==> config.mk <==
export PLATFORM = sky130hd
export DESIGN_NAME = wrr_hold_arbiter
export DESIGN_NICKNAME = d
export VERILOG_FILES = /design/src/rtl/wrr_hold_arbiter.sv
export SDC_FILE = /design/constraint.sdc
export NUM_CORES = 1
export LEC_CHECK = 0
export CORE_AREA = 2 2 57 85
export CTS_CLUSTER_SIZE = 20
export DETAILED_ROUTE_END_ITERATION = 6
export DIE_AREA = 0 0 59 87
export PLACE_DENSITY = 0.76
export SLEW_MARGIN = 20
export SYNTH_ARGS = -nofsm -noshare
export SYNTH_HDL_FRONTEND = slang
export SYNTH_SLANG_ARGS = --single-unit
==> constraint.sdc <==
create_clock -name clk -period 4.19 [get_ports clk]
set_input_delay 1.257 -clock clk [delete_from_list [all_inputs] [get_ports clk]]
set_output_delay 1.257 -clock clk [all_outputs]
set_load 0.03 [all_outputs]
==> src/rtl/wrr_hold_arbiter.sv <==
// Weighted round-robin arbiter with per-grant hold limit.
// One grant at a time; credits per round come from weight, reloaded when no requester has credit left.
module wrr_hold_arbiter #(
  parameter int N        = 4,
  parameter int WW       = 4,
  parameter int MAX_HOLD = 16
) (
  input  logic                                clk,
  input  logic                                rst,
  input  logic [N-1:0]                        req,
  input  logic [N-1:0]                        last,
  input  logic [N*WW-1:0]                     weight,
  output logic [N-1:0]                        grant,
  output logic [((N > 1) ? $clog2(N) : 1)-1:0] grant_id,
  output logic                                hold_timeout
);

  localparam int IW = (N > 1) ? $clog2(N) : 1;
  localparam int HW = $clog2(MAX_HOLD) + 1;
  localparam logic [HW-1:0] HOLD_LAST = HW'(MAX_HOLD - 1);

  typedef enum logic [0:0] {IDLE = 1'b0, BUSY = 1'b1} state_t;

  state_t                 state_q, state_d;
  logic [IW-1:0]          ptr_q, ptr_d;
  logic [N-1:0][WW-1:0]   credit_q, credit_d;
  logic [HW-1:0]          hold_q, hold_d;
  logic [N-1:0]           grant_q, grant_d;
  logic [IW-1:0]          id_q, id_d;
  logic                   to_q, to_d;

  logic [N-1:0]           credit_nz_s, eligible_s, cand_s;
  logic                   reload_s, found_s;
  logic [IW-1:0]          win_s;
  logic                   g_req_s, g_last_s, at_limit_s, txn_end_s;
  logic [IW-1:0]          next_ptr_s;

  function automatic logic [WW-1:0] eff_weight(input logic [WW-1:0] w);
    return (w == '0) ? WW'(1) : w;
  endfunction

  // Winner search: first candidate at or cyclically above the pointer
  always_comb begin
    logic [IW:0] sum;
    logic [IW:0] idx;
    for (int i = 0; i < N; i++) begin
      credit_nz_s[i] = (credit_q[i] != '0);
    end
    eligible_s = req & credit_nz_s;
    reload_s   = (eligible_s == '0) && (req != '0);
    cand_s     = reload_s ? req : eligible_s;
    found_s    = 1'b0;
    win_s      = '0;
    for (int k = 0; k < N; k++) begin
      sum = {1'b0, ptr_q} + (IW+1)'(k);
      idx = (sum >= (IW+1)'(N)) ? (sum - (IW+1)'(N)) : sum;
      if (!found_s && cand_s[idx[IW-1:0]]) begin
        found_s = 1'b1;
        win_s   = idx[IW-1:0];
      end else begin
        found_s = found_s;
      end
    end
  end

  // End-of-transaction conditions for the current holder
  always_comb begin
    g_req_s    = req[id_q];
    g_last_s   = last[id_q];
    at_limit_s = (hold_q == HOLD_LAST);
    txn_end_s  = !g_req_s || g_last_s || at_limit_s;
    next_ptr_s = (id_q == IW'(N - 1)) ? '0 : (id_q + IW'(1));
  end

  // State register
  always_ff @(posedge clk or negedge rst) begin
    if (!rst) state_q <= IDLE;
    else      state_q <= state_d;
  end

  // Next-state logic
  always_comb begin
    state_d = state_q;
    case (state_q)
      IDLE: begin
        if (found_s) state_d = BUSY;
        else         state_d = IDLE;
      end
      BUSY: begin
        if (txn_end_s) state_d = IDLE;
        else           state_d = BUSY;
      end
      default: state_d = IDLE;
    endcase
  end

  // Output and datapath next values; credits reload before the winner's decrement
  always_comb begin
    credit_d = credit_q;
    ptr_d    = ptr_q;
    hold_d   = hold_q;
    grant_d  = grant_q;
    id_d     = id_q;
    to_d     = 1'b0;
    case (state_q)
      IDLE: begin
        if (found_s) begin
          for (int i = 0; i < N; i++) begin
            credit_d[i] = reload_s ? eff_weight(weight[i*WW +: WW]) : credit_q[i];
          end
          credit_d[win_s] = credit_d[win_s] - WW'(1);
          grant_d         = '0;
          grant_d[win_s]  = 1'b1;
          id_d            = win_s;
          hold_d          = '0;
        end else begin
          grant_d = '0;
          id_d    = '0;
        end
      end
      BUSY: begin
        if (txn_end_s) begin
          grant_d = '0;
          id_d    = '0;
          ptr_d   = next_ptr_s;
          to_d    = g_req_s && !g_last_s && at_limit_s;
        end else begin
          hold_d  = hold_q + HW'(1);
        end
      end
      default: begin
        grant_d = '0;
        id_d    = '0;
      end
    endcase
  end

  // Datapath and output registers
  always_ff @(posedge clk or negedge rst) begin
    if (!rst) begin
      ptr_q    <= '0;
      credit_q <= '0;
      hold_q   <= '0;
      grant_q  <= '0;
      id_q     <= '0;
      to_q     <= 1'b0;
    end else begin
      ptr_q    <= ptr_d;
      credit_q <= credit_d;
      hold_q   <= hold_d;
      grant_q  <= grant_d;
      id_q     <= id_d;
      to_q     <= to_d;
    end
  end

  assign grant        = grant_q;
  assign grant_id     = id_q;
  assign hold_timeout = to_q;

endmodule

==> summary.txt <==
Finish
  • Layout fillers: 362
  • ANT cells: 0
  • Post-Layout Cell Count: 376
  • FF+latch area: 776 sq um
  • Fin nets: 357
  • Synth-to-Final Area Change: 32.4%
  • Share of cells above drive strength 1: 21.6%
  • Footprint of the multi-input gates: 1490 sq um

Logic synthesis
  • Async set or reset register ratio after synthesis: 100%
  • Flops & latches, synth: 31
  • Synth cell types: 58
  • Net Count, Synth: 291
  • Mapped cell area: 2320 sq um
  • Register area share after synthesis: 33.5%
  • Synth Warn #: 0
  • Mapped Avg Cell Area: 8.88 sq um
  • Post-Syn Instances: 261
  • Main synth FF type: dfrtp_1
  • Post-synth EDFFs: 0

Detailed routing
  • Pre-antenna DRT Iters: 5
  • Via count: 2458
  • DR vias/cell: 6.54
  • DR WL/cell: 18.7 um
  • ANT nets after route: 0
  • Initial DRC count: 145
  • Drt drc: 0
  • WL final: 7040 um

Critical path
  • R2R depth: 12
  • R2R Path End: credit_q[10]$_DFFE_PN0P_
  • Worst setup path class: primary input to flop
  • Crit path launch type: primary input
  • Reg-to-Reg Start: credit_q[5]$_DFFE_PN0P_
  • CP Buf/Inv Count: 2
  • Crit path DAT: 4.21 ns
  • Worst EP required: 4.40 ns
  • CP top delay family: simple AND/OR/NAND/NOR gates
  • Slowest cell on crit path: or4_1
  • Critical-path maximum fanout: 4
  • R2R setup slack: 0.91 ns
  • Crit path cell chain: clkdlybuf4s50_1 > o41a_1 > or4_1 > a22oi_2 > o211a_1 > nor2_1 > or3_1 > o21ai_1 > ha_1 > inv_1 > o31ai_1 > a21oi_1 > nor3_2
  • Slowest cell delay on critical path: 0.54 ns
  • CP endpoint kind: flop

Power
  • Total Power: 2.22 mW
  • Worst IR Drop VDD: 0.611 mV
  • Leakage: 1.31 nW
  • PwrDens: 722 nW/um^2

Timing
  • Highest clock rate: 250 MHz
  • Tcrit/Tclk final: 95.4%
  • RSZ-0062 raised after global routing: false
  • # setup viols final: 0
  • Final hold slack: 0.496 ns
  • Final Max Slew Viols: 0
  • Clock skew: 0.00331 ns
  • Rel. slew slack: 62.4%
  • Worst Tran Pin Value: 0.558 ns
  • Fin crit period: 4.00 ns
  • Final Hold Vio Count: 0

Global routing
  • GRT Overall Usage: 29.2%
  • Initial antenna violation count: 0
  • Largest net degree at the start of global routing: 32
  • GRT overflow: 0
  • Vias in the first global route: 2427
  • Global-route wire length before repair: 11400 um

CTS
  • Root Buffer: clkbuf_8
  • Worst-Skew Late Latency: 0.29 ns
  • CTS tree: yes
  • Clock tree buffer depth: 2
  • H-tree depth: 2
  • Clock slew at reported path FFs: 0.07 ns
  • Total CTS buffers: 5
  • # clock sinks: 31

Min path
  • Hold_sp: grant[1]$_DFFE_PN0P_
  • Tightest Hold Check Type: flop to flop
  • Worst hold path endpoint: grant[1]$_DFFE_PN0P_
  • Hold Crit Depth: 2

Floorplanning
  • # IOs: 33
  • Area of the die: 5130 sq um
  • Starting density of the core: 52.3%
  • Core area: 4430 sq um
  • Rows: 30
  • Die width: 59 um
  • Die Y: 87 um

Placement
  • GPL Wtd Cong: 0.981
  • Count of input and output buffers: 32
  • Hpwl dp: 5330 um
  • Placed cell count: 368

Run status
  • Status: completed

Run
  • Max-cap violations: 0
==> kinds of logic after synthesis <==
logic type / share of synthesized area, %
buffers and inverters: 3.13
AND/OR/NAND/NOR: 23.4
adder cells (fa/ha/maj): 2.59
AO/OA/AOI/OAI: 27.1
flip-flops: 33.5
XOR/XNOR: 1.51
multiplexers: 8.80
==> placed cells by master (no fill, tap or decap), types with 4 or more instances in the layout <==
cell,Yosys,layout
nand2_1,40,40
buf_4,2,39
dfrtp_1,31,31
clkdlybuf4s50_1,0,31
nor2_1,22,22
mux2i_1,17,17
o21ai_0,14,13
a21oi_1,11,11
nand3_1,9,9
nor2b_1,7,7
and3_1,7,7
a22o_1,6,6
clkbuf_8,0,6
nor3_1,6,5
o41a_1,4,4
o21ai_1,3,4
or2_2,4,4
nand4_1,4,4
xor2_1,4,4
ha_1,4,4
==> flip-flops by register name, summed over array words and instances, names as in the netlist <==
name          count
credit_q         16
hold_q            5
grant             4
hold_timeout      1
ptr_q             2
state_q           1
grant_id          2
==> power breakdown <==
group          switching, mW  total (mW)  leakage, nW  internal [mW]
clock network          0.120       0.313       0.0612          0.192
registers              0.220       0.646        0.383          0.426
logic                  0.687        1.26        0.870          0.571
total                   1.03        2.22         1.31           1.19
==> metal layers <==
| metal | vias to the layer above | global-route usage, % | share of wire, % |
|---|---|---|---|
| met4 | 0 | 17.8 | 5.9 |
| li1 | 1124 | - | - |
| met1 | 1166 | 32.3 | 37 |
| met3 | 41 | 4.61 | 6.2 |
| met5 | - | 0 | 0 |
| met2 | 127 | 51.0 | 51 |
==> layout make-up <==
| class | count | share of cell area (%) |
|---|---|---|
| timing repair buffer | 71 | 20.0 |
| inverter | 3 | 0.367 |
| sequential | 31 | 25.3 |
| clock inverter | 2 | 1.14 |
| tap | 48 | 1.96 |
| multi-input combinational | 215 | 48.5 |
| clock buffer | 6 | 2.69 |
==> cell usage after synthesis, types with 2 or more instances <==
cell type,number,area share [%]
a41oi_1,2,0.76
o41ai_4,2,2.4
o41ai_2,2,1.4
a21oi_1,11,2.4
o31ai_1,3,0.97
dfrtp_1,31,33
nor2b_1,7,1.9
a22oi_1,2,0.65
o211a_1,3,1.3
nor3_2,2,0.86
o41a_1,4,1.9
a211oi_1,2,0.65
nor3_1,6,1.3
or3_1,3,0.81
o21a_1,3,0.97
or2_2,4,1.1
buf_4,2,0.65
nand4_1,4,1.1
o21ai_0,14,3.0
xor2_1,4,1.5
a22o_1,6,2.3
clkbuf_1,7,1.1
mux2i_1,17,7.3
and3_1,7,1.9
o311ai_0,2,0.76
inv_1,3,0.49
o41ai_1,2,0.76
nand2_1,40,6.5
nor2_1,22,3.6
a221o_1,2,0.86
ha_1,4,2.2
o21ai_1,3,0.65
nor4_1,2,0.54
nand3_1,9,1.9
==> stage by stage <==
stage	worst slack (ns)	instance area [sq um]	util (%)	setup TNS, ns
2_1_floorplan	0.513	2320	-	0
3_3_place_gp	-0.113	2940	66.3	-0.329
3_5_place_dp	-0.138	2940	66.3	-0.434
4_1_cts	0.121	3050	68.9	0
5_1_grt	0.00745	3070	69.3	0
6_report	0.191	3070	69.3	0
==> what timing repair did <==
item                       4_1_cts  5_1_grt
hold buffers                     0        0
setup endpoints to repair        0        4
buffers inserted                 0        0
resized for setup                0        4
==> tightest hold or removal path: cells and delay by family (launching register included) <==
| kind | cells | cell delay (ns) |
|---|---|---|
| flip-flops | 1 | 0.36 |
| AO/OA/AOI/OAI | 1 | 0.06 |
| AND/OR/NAND/NOR | 1 | 0.05 |
==> worst max-delay path by stage <==
stage	from	end	depth (start not counted)
after floorplan	req[3]	credit_q[14]$_DFFE_PN0P_	11
after global placement	req[2]	credit_q[10]$_DFFE_PN0P_	13
after detailed placement	req[2]	credit_q[10]$_DFFE_PN0P_	15
after CTS	req[2]	credit_q[10]$_DFFE_PN0P_	13
after global routing	req[1]	credit_q[10]$_DFFE_PN0P_	12
final	req[3]	credit_q[10]$_DFFE_PN0P_	13
Power figures use the tool's default switching activity.
